**src/rtl/mac_operand_sequencer.sv**
```systemverilog
// mac_operand_sequencer: buffers operand pairs, streams them into the 2-bit MAC,
// waits for the MAC pipeline to settle and offers the accumulator on a result port.
// Optional build macro MAC_SEQ_CHECK_EN adds a shadow sum that flags a MAC mismatch
// on res_err; without it res_err is tied low.
module mac_operand_sequencer #(
    parameter int unsigned DEPTH      = 8,
    parameter int unsigned ACC_W      = 8,
    parameter int unsigned SETTLE_CYC = 2
) (
    input  logic                       clk,
    input  logic                       reset,
    input  logic                       in_valid,
    output logic                       in_ready,
    input  logic [1:0]                 in_a,
    input  logic [1:0]                 in_b,
    input  logic                       start,
    output logic [1:0]                 mac_a,
    output logic [1:0]                 mac_b,
    output logic                       mac_run,
    output logic                       mac_reset,
    input  logic [ACC_W-1:0]           mac_out,
    output logic                       res_valid,
    input  logic                       res_ready,
    output logic [ACC_W-1:0]           res_data,
    output logic                       res_err,
    output logic                       busy,
    output logic [$clog2(DEPTH+1)-1:0] count
);

    localparam int unsigned CW = $clog2(DEPTH + 1);
    localparam int unsigned IW = (DEPTH > 1) ? $clog2(DEPTH) : 1;
    localparam int unsigned SW = (SETTLE_CYC > 1) ? $clog2(SETTLE_CYC) : 1;
    localparam logic [CW-1:0] DEPTH_C     = CW'(DEPTH);
    localparam logic [SW-1:0] SETTLE_LAST = SW'(SETTLE_CYC - 1);

    typedef enum logic [2:0] {StIdle, StClear, StIssue, StSettle, StDone} state_e;

    state_e           state_q, state_d;
    logic [CW-1:0]    count_q, count_d;
    logic [CW-1:0]    idx_q, idx_d;
    logic [SW-1:0]    settle_q, settle_d;
    logic [1:0]       mac_a_q, mac_a_d;
    logic [1:0]       mac_b_q, mac_b_d;
    logic             mac_run_q, mac_run_d;
    logic             mac_reset_q, mac_reset_d;
    logic             res_valid_q, res_valid_d;
    logic [ACC_W-1:0] res_data_q, res_data_d;
    logic             buf_we;
    logic [3:0]       pair_buf_q [DEPTH];

    assign in_ready  = (state_q == StIdle) && (count_q < DEPTH_C) && !start;
    assign busy      = (state_q != StIdle);
    assign count     = count_q;
    assign mac_a     = mac_a_q;
    assign mac_b     = mac_b_q;
    assign mac_run   = mac_run_q;
    assign mac_reset = mac_reset_q;
    assign res_valid = res_valid_q;
    assign res_data  = res_data_q;

    // Next state plus the registered MAC/result outputs for the state being entered.
    always_comb begin
        state_d     = state_q;
        count_d     = count_q;
        idx_d       = idx_q;
        settle_d    = settle_q;
        mac_a_d     = 2'd0;
        mac_b_d     = 2'd0;
        mac_run_d   = 1'b0;
        mac_reset_d = 1'b0;
        res_valid_d = res_valid_q;
        res_data_d  = res_data_q;
        buf_we      = 1'b0;
        unique case (state_q)
            StIdle: begin
                // in_ready is low while start is high, so load and start never coincide
                if (in_valid && in_ready) begin
                    buf_we  = 1'b1;
                    count_d = count_q + 1'b1;
                end
                if (start && (count_q != '0)) begin
                    state_d     = StClear;
                    mac_reset_d = 1'b1;
                    idx_d       = '0;
                end
            end
            StClear: begin
                state_d            = StIssue;
                mac_run_d          = 1'b1;
                {mac_a_d, mac_b_d} = pair_buf_q[0];
                idx_d              = {{(CW-1){1'b0}}, 1'b1};
            end
            StIssue: begin
                // idx points at the next pair; the current one is already on mac_a/mac_b
                if (idx_q < count_q) begin
                    mac_run_d          = 1'b1;
                    {mac_a_d, mac_b_d} = pair_buf_q[idx_q[IW-1:0]];
                    idx_d              = idx_q + 1'b1;
                end else begin
                    state_d  = StSettle;
                    settle_d = '0;
                end
            end
            StSettle: begin
                if (settle_q == SETTLE_LAST) begin
                    state_d     = StDone;
                    res_valid_d = 1'b1;
                    res_data_d  = mac_out;
                end else begin
                    settle_d = settle_q + 1'b1;
                end
            end
            StDone: begin
                if (res_ready) begin
                    state_d     = StIdle;
                    res_valid_d = 1'b0;
                    count_d     = '0;
                    idx_d       = '0;
                end
            end
            default: state_d = StIdle;
        endcase
    end

    // Control and output registers, synchronous reset.
    always_ff @(posedge clk) begin
        if (reset) begin
            state_q     <= StIdle;
            count_q     <= '0;
            idx_q       <= '0;
            settle_q    <= '0;
            mac_a_q     <= 2'd0;
            mac_b_q     <= 2'd0;
            mac_run_q   <= 1'b0;
            mac_reset_q <= 1'b0;
            res_valid_q <= 1'b0;
            res_data_q  <= '0;
        end else begin
            state_q     <= state_d;
            count_q     <= count_d;
            idx_q       <= idx_d;
            settle_q    <= settle_d;
            mac_a_q     <= mac_a_d;
            mac_b_q     <= mac_b_d;
            mac_run_q   <= mac_run_d;
            mac_reset_q <= mac_reset_d;
            res_valid_q <= res_valid_d;
            res_data_q  <= res_data_d;
        end
    end

    // Operand buffer; contents are don't-care after reset so it has none.
    always_ff @(posedge clk) begin
        if (buf_we) begin
            pair_buf_q[count_q[IW-1:0]] <= {in_a, in_b};
        end
    end

`ifdef MAC_SEQ_CHECK_EN
    logic [ACC_W-1:0] shadow_q, shadow_d;
    logic             res_err_q, res_err_d;
    logic [3:0]       issue_prod;

    assign issue_prod = {2'b00, mac_a_q} * {2'b00, mac_b_q};
    assign res_err    = res_err_q;

    // Shadow sum of what was actually driven to the MAC, compared at capture.
    always_comb begin
        shadow_d  = shadow_q;
        res_err_d = res_err_q;
        if (state_q == StClear) begin
            shadow_d = '0;
        end else if (state_q == StIssue) begin
            shadow_d = shadow_q + ACC_W'(issue_prod);
        end
        if ((state_q == StSettle) && (settle_q == SETTLE_LAST)) begin
            res_err_d = (mac_out != shadow_q);
        end
        if ((state_q == StDone) && res_ready) begin
            res_err_d = 1'b0;
        end
    end

    // Shadow and error flag registers.
    always_ff @(posedge clk) begin
        if (reset) begin
            shadow_q  <= '0;
            res_err_q <= 1'b0;
        end else begin
            shadow_q  <= shadow_d;
            res_err_q <= res_err_d;
        end
    end
`else
    assign res_err = 1'b0;
`endif

endmodule

```
**config.mk**
```make
export PLATFORM = sky130hd
export DESIGN_NAME = mac_operand_sequencer
export DESIGN_NICKNAME = d
export VERILOG_FILES = /design/src/rtl/mac_operand_sequencer.sv
export SDC_FILE = /design/constraint.sdc
export NUM_CORES = 1
export LEC_CHECK = 0
export BUFFER_PORTS_ARGS = -buffer_cell sky130_fd_sc_hd__clkbuf_2
export CAP_MARGIN = 30
export CORE_MARGIN = 5
export CORE_UTILIZATION = 56
export CTS_BUF_LIST = sky130_fd_sc_hd__clkbuf_16
export CTS_CLUSTER_DIAMETER = 100
export DETAILED_ROUTE_END_ITERATION = 16
export GPL_ROUTABILITY_DRIVEN = 0
export PLACE_DENSITY_LB_ADDON = 0.25
export SLEW_MARGIN = 10
export SYNTH_ARGS = -nofsm -noshare
export SYNTH_HDL_FRONTEND = slang
export SYNTH_SLANG_ARGS = --single-unit
```
**constraint.sdc**
```tcl
create_clock -name clk -period 2.8 [get_ports clk]
set_clock_uncertainty 0.15 [all_clocks]
set_input_delay 0.42 -clock clk [delete_from_list [all_inputs] [get_ports clk]]
set_output_delay 0.42 -clock clk [all_outputs]
set_load 0.02 [all_outputs]
```
[After elaboration in Yosys (flattened, before gate mapping)]
Memories as Yosys holds them, arrays and structs flattened. A register that Yosys moved wholly into a read port is not among the register bits.
Index checks and enable logic that the tools add are counted.
Operators by class
  $add $sub $neg: 3
  multipliers: 0
  divide/modulo/power cells: 0
  order comparisons: 2
  equality and inequality tests: 10
  shifts and indexed selects: 0
  multiplexer cells: 30
  bitwise logic cells: 1
  reductions and logical operators: 19
Operator list (count)
  $mux 3: 6
  $mux 4: 4
  $pmux 4 s4: 1
  $pmux 3 s5: 1
  $mux 1: 10
  $add 4x1->4 const B: 2
  $ne 2x2->1 const B: 4
  $pmux 2 s2: 2
  $pmux 4 s2: 1
  $reduce_and 4->1: 2
  $reduce_bool 4->1: 2
  $eq 3x2->1 const B: 2
  $pmux 1 s2: 3
  $reduce_and 3->1: 2
  $reduce_bool 2->1: 3
  $logic_and 1x1->1: 4
  $lt 4x4->1: 1
  $lt 4x4->1 const B: 1
  $mux 2: 2
  $ne 2x1->1 const B: 2
  $reduce_and 2->1: 2
  $eq 3x1->1 const B: 1
  $eq 3x3->1 const B: 1
  $logic_not 3->1: 1
  other kinds (5): 5
Storage, ports and cells
  register bits: 27
  latch bits: 0
  RAM bits: 32
  bits in read-only memories: 0
  input bits: 17
  output and inout bits: 22
  logic and storage cells: 76
  memories: 1
Memories
  pair_buf_q: depth 8, width 4, read ports 2, clocked after memory_dff 1, write ports 1, line 49  | logic [3:0] pair_buf_q [DEPTH];

[Depth between registers and ports, before layout]
  word-level depth: 8
  mapped depth: 8

[Worst setup path after synthesis]
Ideal clock, no wire load.
  path type: reg-to-reg
  start: register state_q[0]
  end: memory pair_buf_q[3][0] (enable)
  setup time: 329 ps
  arrival time: 1584 ps
  required time: 2321 ps
  slack: 737 ps
  stages on the path, launching flop included: 6
  buffers on the path: 1
  period minus slack after synthesis: 2063 ps
  cell sequence: dfxtp_1 buf_2 or3_4 nor4b_4 nand2_1 nor2_1
Between the ends
  word-level cells in the longest chain between the ends: 8
RTL lines
  from (decl): line 38  | state_e state_q, state_d;
  from (signal assigned): line 128  | state_q <= StIdle;
  from (signal assigned): line 139  | state_q <= state_d;
  $logic_not 3->1 *: line 51, 74
  $logic_and 1x1->1 (2 in series): line 51  | assign in_ready = (state_q == StIdle) && (count_q < DEPTH_C) && !start;
  $logic_and 1x1->1: line 77  | if (in_valid && in_ready) begin
  $mux 1: line 77
  $mux 1 *: line 74  | unique case (state_q)
  $mux 1 *: line 154  | if (buf_we) begin
  $mux 1 (implied by the code) *: line 155  | pair_buf_q[count_q[IW-1:0]] <= {in_a, in_b};
  to (decl): line 49
Every way passes the cells marked *; elsewhere a longest branch is shown, timed or not.

[Worst setup path after layout]
  start: register state_q[0]
  end: memory pair_buf_q[5][0] (enable)
Same word-level chain as after synthesis.

==> flow_summary.ini <==
[floorplan]
start_util_pct = 56.9
chipWidth_um = 78.8
io_pins = 39
core_mm2 = 0.00466
rows = 25
die_height_um = 78.8
dieArea_mm2 = 0.00621

[power]
power_leakage_nw = 1.16
powerDensity_mw_per_mm2 = 749
vdd_drop_max_mv = 0.507

[cts]
clockBufferDepth = 2
clock-sinks = 62
cts_buffers = 9
path_clk_slew_ns = 0.05
insertion_delay_ns = 0.32
cts_resized = 0
postCtsSetupBuffers = 0
htreeDepth = 3
cts_tree = done
ctsHoldBuffers = 0
cts-root-buf = clkbuf_16

[logic_synthesis]
synth_cell_types = 49
synth_nets = 242
seq_area_frac_synth_pct = 58.9
syn_inst = 219
synth-seq-cells = 62
synth-edff-count = 32
synth_top_family_by_area = simple AND/OR/NAND/NOR gates
async_flop_share_pct = 0
synth_area_leaders = edfxtp_1, dfxtp_1, mux4_2, nand2_1, a21oi_1
synth_top_area_cell = edfxtp_1
yosysWarnings = 0
syn_area_per_cell_um2 = 12.1
synth_adder_area_share_pct = 2.83
synth_xor_area_share_pct = 0
synth-simple-area-share_pct = 15.1
synthMuxAreaShare_pct = 8.30
ys.flop_type = edfxtp_1
synth_top_cell_area_share_pct = 36.2
synth_area_mm2 = 0.00265
synth_compound_area_share_pct = 11.4

[routing]
antenna_left = 0
vias_per_cell = 5.72
drt-total-wl_mm = 5.14
drt_iter0_drc = 237
drt-pass1-iter-count = 4
routedWlPerCell_um = 16.3
vias = 1808
route.detailed.drc = 0

[layout]
syn_to_final_growth_pct = 19.6
layout-drive-gt1-share_pct = 28.6
antenna_cells = 0
nNetsFinal = 280
mostFrequentLayoutCells = clkbuf_2, edfxtp_1, nand2_1
post-route-util_pct = 68.1
fillers = 344
fin_cells = 316
layout_commonest_cell = clkbuf_2

[critical_path]
path_class = flop to flop
required_ns = 2.64
cp_slowest_cell = or3_4
r2r.worst_path.cells = 4
arrival_ns = 2.03
reg2reg_from = state_q[0]$_SDFFE_PP0P_
worst-path-buf-inv = 0
cp-start-kind = flop
max_stage_delay_ns = 0.44
path_max_fanout = 11
path_depth = 4
path_delay_family = simple AND/OR/NAND/NOR gates
startpoint = state_q[0]$_SDFFE_PP0P_
crit_chain = or3_4 > nor4b_4 > nand2_1 > nor2_1
endpoint_kind = flop

[sta]
final.setup.tns_ns = 0
timing.final.crit_share_pct = 78.5
rsz0062_at_grt = no
setup_violations = 0
fin_crit_ns = 2.20
drv_slew = 0
slew_headroom_pct = 55.1
finalHoldViolCount = 0
timing.fmax_mhz = 455
worst_pin_slew_ns = 0.668

[placed_design]
dp_hpwl_mm = 3.61
io_buffers = 37
placed_cells = 300

[flow_run]
maxCapViolations = 0

[worst_hold_path]
hold-path-cell-count = 3
hold_class = input port to flop
hold_start = mac_out[0]

[global_route]
track_usage_pct = 18.7
grt_max_degree = 26
grt-ovfl-total = 0
grt_pass1_vias = 1760
grt_antenna_before_repair = 0
grt_pass1_wl_mm = 8.59

[run_status]
status = completed
## worst paths after layout
kind / to / slack (ns)
worst min-delay path: res_data[0]$_SDFFE_PP0P_ / 0.17
worst max-delay path: pair_buf_q[5][0]$_DFFE_PP_ / 0.60
worst min register to register: res_data[1]$_SDFFE_PP0P_ / 0.31
worst max register to register: pair_buf_q[5][0]$_DFFE_PP_ / 0.60
## tightest hold or removal path, cell delays in order
cell and delay [ns]:
clkbuf_2 0.08, nand2_1 0.04, a21oi_1 0.05
## layer usage
| layer | vias up | GRT usage (%) | part of all wire (%) |
|---|---|---|---|
| met4 | 0 | 9.28 | 1.5 |
| met3 | 9 | 5.67 | 4.8 |
| met2 | 47 | 28.4 | 49 |
| met1 | 864 | 24.4 | 45 |
| li1 | 888 | - | - |
| met5 | - | 0 | 0 |
## layout make-up
type	count	area, um2	share of cell area (%)
Clock inverter	7	97.6	3.08
Sequential cell	62	1560	49.2
Inverter	5	18.8	0.591
Clock buffer	9	225	7.10
Timing Repair Buffer	39	200	6.31
Multi-Input combinational cell	140	1000	31.6
Tap cell	54	67.6	2.13
## where the power goes
group          internal, mW  switching (mW)  total [mW]
clock network         0.780           0.390        1.17
logic                0.0827           0.104       0.187
registers             0.983          0.0373        1.02
total                  1.85           0.532        2.38
## cell families after synthesis
group / Yosys count
AOI/OAI and AO/OA: 44
and+or+nand+nor: 77
buffers and inverters: 17
DFF: 62
muxes: 12
adders and majority gates: 6
other: 1
## Yosys cell counts, types with 2 or more instances
cell       instances
a2bb2oi_1          2
nand3_1            3
o22a_1             2
and3_1             3
or3_4              2
o21ai_1            2
a211oi_1           2
buf_2              5
dfxtp_1           30
clkbuf_1           3
o31ai_1            2
nor4_1             2
mux2i_1            4
ha_1               6
nor2_1            16
a21oi_1           15
buf_6              2
o21ai_0            7
a32o_1             2
nor3_1             5
inv_1              4
mux4_2             8
or3_1              2
nand2b_1           2
edfxtp_1          32
nor2b_1            2
nand2_1           31
nor3_2             2
## flip-flops by register name (all words and copies together), names as in the netlist, named ones only
register / cells
pair_buf_q: 32
count: 4
res_data: 8
state_q: 3
idx_q: 4
mac_a: 2
mac_run: 1
mac_reset: 1
mac_b: 2
settle_q: 1
res_valid: 1
## through the flow
step	area, um2	hold WS [ns]	total power, mW	setup slack [ns]
2_1_floorplan	2650	0.289	1.17	0.737
3_3_place_gp	2850	0.292	1.22	0.662
3_5_place_dp	2850	0.299	1.22	0.613
4_1_cts	3170	0.163	2.40	0.599
5_1_grt	3170	0.178	2.48	0.442
6_report	3170	0.169	2.38	0.602
(Power assumes the default switching activity.)
